<file path="src/rtl/board_input_conditioner.sv">
// board_input_conditioner: single-clock board front end with a clock-enable
// divider, button sync/debounce, edge pulses and a stretched SoC reset.
module board_input_conditioner #(
  parameter int NUM_BUTTONS         = 4,
  parameter int CLOCK_DIVIDER       = 2,
  parameter int DEBOUNCE_CYCLES     = 1000,
  parameter int BUTTON_ACTIVE_LOW   = 0,
  parameter int RESET_BUTTON_ENABLE = 1,
  parameter int RESET_BUTTON_INDEX  = 0,
  parameter int RESET_HOLD_CYCLES   = 16
) (
  input  logic                   clock,
  input  logic                   reset,
  input  logic [NUM_BUTTONS-1:0] buttons,
  output logic                   clock_enable,
  output logic [NUM_BUTTONS-1:0] buttons_debounced,
  output logic [NUM_BUTTONS-1:0] button_pressed,
  output logic [NUM_BUTTONS-1:0] button_released,
  output logic                   system_reset_n
);

  localparam int DIV_W =
    (CLOCK_DIVIDER > 1) ? $clog2(CLOCK_DIVIDER) : 1;
  localparam int DEB_W = $clog2(DEBOUNCE_CYCLES + 1);
  localparam int HOLD_W = $clog2(RESET_HOLD_CYCLES + 1);

  localparam logic [DIV_W-1:0] DIV_LAST =
    DIV_W'(CLOCK_DIVIDER - 1);
  localparam logic [DEB_W-1:0] DEB_LAST =
    DEB_W'(DEBOUNCE_CYCLES - 1);
  localparam logic [HOLD_W-1:0] HOLD_MAX =
    HOLD_W'(RESET_HOLD_CYCLES);

  logic [DIV_W-1:0] div_cnt;

  always_ff @(posedge clock) begin
    if (reset) begin
      div_cnt      <= '0;
      clock_enable <= 1'b0;
    end else begin
      clock_enable <= (div_cnt == DIV_LAST);
      div_cnt      <= (div_cnt == DIV_LAST) ? '0 : div_cnt + 1'b1;
    end
  end

  logic [NUM_BUTTONS-1:0] raw_level;
  logic [NUM_BUTTONS-1:0] sync1;
  logic [NUM_BUTTONS-1:0] sync2;

  assign raw_level = (BUTTON_ACTIVE_LOW != 0) ? ~buttons : buttons;

  always_ff @(posedge clock) begin
    if (reset) begin
      sync1 <= '0;
      sync2 <= '0;
    end else begin
      sync1 <= raw_level;
      sync2 <= sync1;
    end
  end

  for (genvar i = 0; i < NUM_BUTTONS; i++) begin : g_ch
    logic [DEB_W-1:0] cnt;
    logic             deb_q;
    logic             press_q;
    logic             rel_q;
    logic             mismatch;

    assign mismatch = sync2[i] ^ deb_q;

    // A flip needs DEBOUNCE_CYCLES back-to-back mismatching samples.
    always_ff @(posedge clock) begin
      if (reset) begin
        cnt     <= '0;
        deb_q   <= 1'b0;
        press_q <= 1'b0;
        rel_q   <= 1'b0;
      end else begin
        press_q <= 1'b0;
        rel_q   <= 1'b0;
        if (!mismatch) begin
          cnt <= '0;
        end else if (cnt == DEB_LAST) begin
          cnt     <= '0;
          deb_q   <= sync2[i];
          press_q <= sync2[i];
          rel_q   <= ~sync2[i];
        end else begin
          cnt <= cnt + 1'b1;
        end
      end
    end

    assign buttons_debounced[i] = deb_q;
    assign button_pressed[i]    = press_q;
    assign button_released[i]   = rel_q;
  end

  logic              reset_src;
  logic [HOLD_W-1:0] hold_cnt;
  logic [HOLD_W-1:0] hold_next;

  assign reset_src = reset |
    ((RESET_BUTTON_ENABLE != 0) &
     buttons_debounced[RESET_BUTTON_INDEX]);

  assign hold_next =
    (hold_cnt == HOLD_MAX) ? hold_cnt : hold_cnt + 1'b1;

  always_ff @(posedge clock) begin
    if (reset_src) begin
      hold_cnt       <= '0;
      system_reset_n <= 1'b0;
    end else begin
      hold_cnt       <= hold_next;
      system_reset_n <= (hold_next == HOLD_MAX);
    end
  end

endmodule
</file>
<file path="config.mk">
export PLATFORM = sky130hd
export DESIGN_NAME = board_input_conditioner
export DESIGN_NICKNAME = d
export VERILOG_FILES = /design/src/rtl/board_input_conditioner.sv
export SDC_FILE = /design/constraint.sdc
export NUM_CORES = 1
export LEC_CHECK = 0
export ABC_AREA = 1
export ABC_CLOCK_PERIOD_IN_PS = 2950
export CORE_ASPECT_RATIO = 0.75
export CORE_UTILIZATION = 45
export DETAILED_ROUTE_END_ITERATION = 6
export GPL_TIMING_DRIVEN = 0
export SLEW_MARGIN = 10
export SYNTH_ARGS = -nofsm -noshare
export SYNTH_HDL_FRONTEND = slang
export SYNTH_SLANG_ARGS = --single-unit
export TNS_END_PERCENT = 5
</file>
<file path="constraint.sdc">
create_clock -name clock -period 2.95 [get_ports clock]
set_input_delay 0.295 -clock clock [delete_from_list [all_inputs] [get_ports clock]]
set_output_delay 0.295 -clock clock [all_outputs]
set_load 0.05 [all_outputs]
</file>
==> impl_summary.txt <==
----------------------------------------------------
[Logic synthesis]
  Synthesis-stage register bit count ... slightly below 70
  Portion of the post-synthesis area used by sequential elements ... 45.4%
  Post-synthesis average cell area ... 7.78 um^2
  Post-Synthesis Net Count ... 398
  Post-synthesis instance area ... 0.00300 mm^2
  Count of warnings emitted by yosys ... 0
  Gate Count Post-Synth ... 386
  Distinct cell type count after synthesis ... 31

[Routing]
  Number of nets still failing antenna checks after routing ... 0
  Detailed-routing iteration count for the pre-antenna-repair pass ... 4
  Aggregate routed wire length ... 4960 um
  Vias per cell ... 4.53
  DRC viols ... 0
  DR vias ... 2,274
  Number of DRC violations after detailed-routing iteration 0 ... 82
  Per-cell routed wire length ... ~9.9 um

[Power]
  Power per standard cell area ... between 500 and 600 mW/mm^2
  Net Sw Power ... roughly 380 uW
  Combinational fraction of design power ... 2.8%
  Clk pwr share ... 45.6%
  Internal power of the cells ... 1.45 mW
  Worst IR drop on VDD ... between 200 and 300 uV
  Switching portion of total power ... a little over 20%
  Portion of total power attributed to sequential cells ... 51.5%
  Leakage power of the design ... 1.39 nW

[Clock network]
  Resize count post-CTS ... 0
  Hold-fix buffers, CTS ... 0
  Clock buffer depth ... 2
  Count of clock tree sinks ... 68
  Worst skew pair latency ... 0.34 ns
  Clock slew at the register clock pins of the worst setup and hold paths ... 0.07 ns
  Master cell of the clock root buffer ... sky130_fd_sc_hd__clkbuf_8
  CTS tree ... yes
  H-Tree Level Count ... 3
  Post-CTS Setup Repair Bufs ... 0
  Number of buffers inserted during clock tree synthesis ... 9

[Global route]
  Pin count of the biggest net entering global routing ... 12
  Number of global-route vias before repair ... about 2,100
  Global-route total usage across every layer ... between 10% and 20%
  GR Overflow Total ... 0
  Number of antenna violations at the first check in global routing ... 0
  First-pass GRT wire length ... 8990 um

[STA]
  Transition time at the pin with the least slew margin ... 0.499 ns
  Total of endpoints with negative setup slack in the final report ... 0
  Unrepaired setup endpoints after global routing ... no
  Crit path time final ... just under 2 ns
  Fin. Hold Viols ... 0
  Share of the clock period used by the worst path ... 66.5%
  Maximum clock skew at final layout ... 0.00874 ns
  Max Clock Freq ... 0.509 GHz
  Max-slew violation total from the final report ... 0
  Remaining max-slew budget at the tightest pin ... 66.6%
  Post-Route Setup TNS ... 0 ns

[Placement]
  Placed Cells ... 486
  Final GP Congestion ... 0.790
  Post-detailed-placement half-perimeter wirelength ... 3520 um
  Number of buffers added on ports ... 19

[Critical path]
  Kind of critical path ... flip-flop to output port
  Kind of start point of the critical path ... flip-flop
  Setup crit end kind ... output port
  Arrival time of data at the critical path endpoint ... 1.67 ns
  Largest driver fanout on the critical path ... 5
  Crit path required time ... ~2.7 ns
  Register-to-Register Setup Slack ... between 1 and 1.5 ns

[Floorplanning]
  Die footprint ... 0.00700 mm^2
  Die Wd ... just under 100 um
  Core box area ... 0.00638 mm^2
  Die boundary height ... 72.7 um
  # IOs ... 20
  Initial core utilization ... a little under half
  Count of standard-cell rows ... 25

[Final layout]
  Post-layout instance count excluding filler cells ... 502
  Share of layout cells above drive strength 1 ... 15.7%
  Post-layout nets ... 428
  Antenna diode count ... 0
  Area growth from synthesis to layout ... 17.0%

[Flow run]
  Max_cap viols ... 0

[Hold path]
  Min-delay worst type ... flip-flop to flip-flop

[Run status]
  Result of the run ... complete, no violations

----------------------------------------------------
## critical path: stages, from the launching register on
cell and delay (ns):
sky130_fd_sc_hd__dfxtp_1 0.41, sky130_fd_sc_hd__buf_4 0.13, sky130_fd_sc_hd__clkdlybuf4s50_1 0.78
## registers in the layout (all words and copies together) (netlist names)
name / count
clock_enable: 1
div_cnt: 1
g_ch.cnt: 40
g_ch.deb_q: 4
g_ch.press_q: 4
g_ch.rel_q: 4
hold_cnt: 5
sync1: 4
sync2: 4
system_reset_n: 1
## cell families (layout without fill, tap and decap cells)
| kind of cell | after synthesis | count (layout) | synth area share, % |
|---|---|---|---|
| AND/OR/NAND/NOR | 207 | 207 | 33.1 |
| buffers and inverters | 69 | 104 | 10.1 |
| flip-flops | 68 | 68 | 45.4 |
| AO/OA/AOI/OAI | 20 | 20 | 4.29 |
| XOR/XNOR | 16 | 16 | 4.67 |
| adder cells (fa/ha/maj) | 6 | 6 | 2.50 |
## power groups by stage
stage | Combinational (mW) | Sequential, mW | Clock, mW
after floorplan | 0.0327 | 0.961 | 0
after global placement | 0.0510 | 0.960 | 0
after detailed placement | 0.0524 | 0.961 | 0
after CTS | 0.0529 | 0.939 | 0.867
after global routing | 0.0592 | 0.942 | 0.906
final | 0.0519 | 0.940 | 0.832
## stage by stage
| stage | setup slack, ns | area (um^2) | hold slack (ns) | power, mW | utilization (%) |
|---|---|---|---|---|---|
| 4_1_cts | 0.954 | 3510 | 0.411 | 1.86 | 55.0 |
| 5_1_grt | 0.895 | 3510 | 0.428 | 1.91 | 55.0 |
| 3_3_place_gp | 1.28 | 3290 | 0.396 | 1.01 | 51.6 |
| 2_1_floorplan | 1.70 | 3000 | 0.388 | 0.993 | - |
| 6_report | 0.987 | 3510 | 0.406 | 1.82 | 55.0 |
| 3_5_place_dp | 1.26 | 3290 | 0.397 | 1.01 | 51.6 |
## area by class of cell
cell class                      instances  area, um^2
Multi-Input combinational cell        249        1340
Clock inverter                          4        72.6
Fill cell                             639        2870
Timing Repair Buffer                   19         190
Tap cell                               81         101
Sequential cell                        68        1360
Buffer                                 13        93.8
Clock buffer                           12         145
Inverter                               56         210
## metal layers
metal  global-route usage [%]  vias to the layer above  part of all wire [%]
li1                         -                     1245                     -
met1                     22.5                      987                    54
met2                     25.1                       34                    40
met3                     5.63                        8                   3.8
met4                     8.99                        0                   1.9
met5                        0                        -                     0
## Yosys cell counts
cell type	number	area (um^2)
sky130_fd_sc_hd__nor2_1	74	278
sky130_fd_sc_hd__dfxtp_1	68	1360
sky130_fd_sc_hd__nand2_1	66	248
sky130_fd_sc_hd__inv_1	50	188
sky130_fd_sc_hd__nand3_1	23	115
sky130_fd_sc_hd__buf_4	12	90.1
sky130_fd_sc_hd__xor2_1	12	105
sky130_fd_sc_hd__nor2_2	10	62.6
sky130_fd_sc_hd__a21oi_1	8	40.0
sky130_fd_sc_hd__ha_1	6	75.1
sky130_fd_sc_hd__inv_2	6	22.5
sky130_fd_sc_hd__nand3_2	6	60.1
sky130_fd_sc_hd__nor3_1	6	30.0
sky130_fd_sc_hd__nand2_2	5	31.3
sky130_fd_sc_hd__nand4_1	5	31.3
sky130_fd_sc_hd__xnor2_1	4	35.0
sky130_fd_sc_hd__a21oi_2	3	26.3
sky130_fd_sc_hd__o21ai_0	3	15.0
sky130_fd_sc_hd__o21bai_1	3	22.5
sky130_fd_sc_hd__nand2_4	2	22.5
sky130_fd_sc_hd__nand3b_1	2	15.0
sky130_fd_sc_hd__nand4_2	2	25.0
sky130_fd_sc_hd__nor2_4	2	22.5
sky130_fd_sc_hd__a21o_1	1	7.51
sky130_fd_sc_hd__a31oi_1	1	6.26
sky130_fd_sc_hd__clkbuf_1	1	3.75
sky130_fd_sc_hd__nand4_4	1	21.3
sky130_fd_sc_hd__nor3_2	1	10.0
sky130_fd_sc_hd__nor3b_1	1	7.51
sky130_fd_sc_hd__nor3b_2	1	12.5
sky130_fd_sc_hd__o21bai_2	1	11.3
## placed cells by master, fill, tap and decap left out, types with 10 or more instances in the layout
| cell | instances |
|---|---|
| sky130_fd_sc_hd__dfxtp_1 | 68 |
| sky130_fd_sc_hd__clkbuf_8 | 10 |
| sky130_fd_sc_hd__nand3_1 | 23 |
| sky130_fd_sc_hd__nor2_2 | 10 |
| sky130_fd_sc_hd__xor2_1 | 12 |
| sky130_fd_sc_hd__inv_1 | 50 |
| sky130_fd_sc_hd__clkdlybuf4s50_1 | 19 |
| sky130_fd_sc_hd__nor2_1 | 74 |
| sky130_fd_sc_hd__nand2_1 | 66 |
| sky130_fd_sc_hd__buf_4 | 12 |
## path summary, 6_finish.rpt
check                    endpoint  cells after the start           start
min reg2reg              sync2[0]                      2        sync1[0]
max reg2reg        g_ch[2].cnt[8]                      6  g_ch[2].cnt[0]
max          buttons_debounced[0]                      2   g_ch[0].deb_q
min                      sync2[0]                      2        sync1[0]
Power figures use the tool's default switching activity.
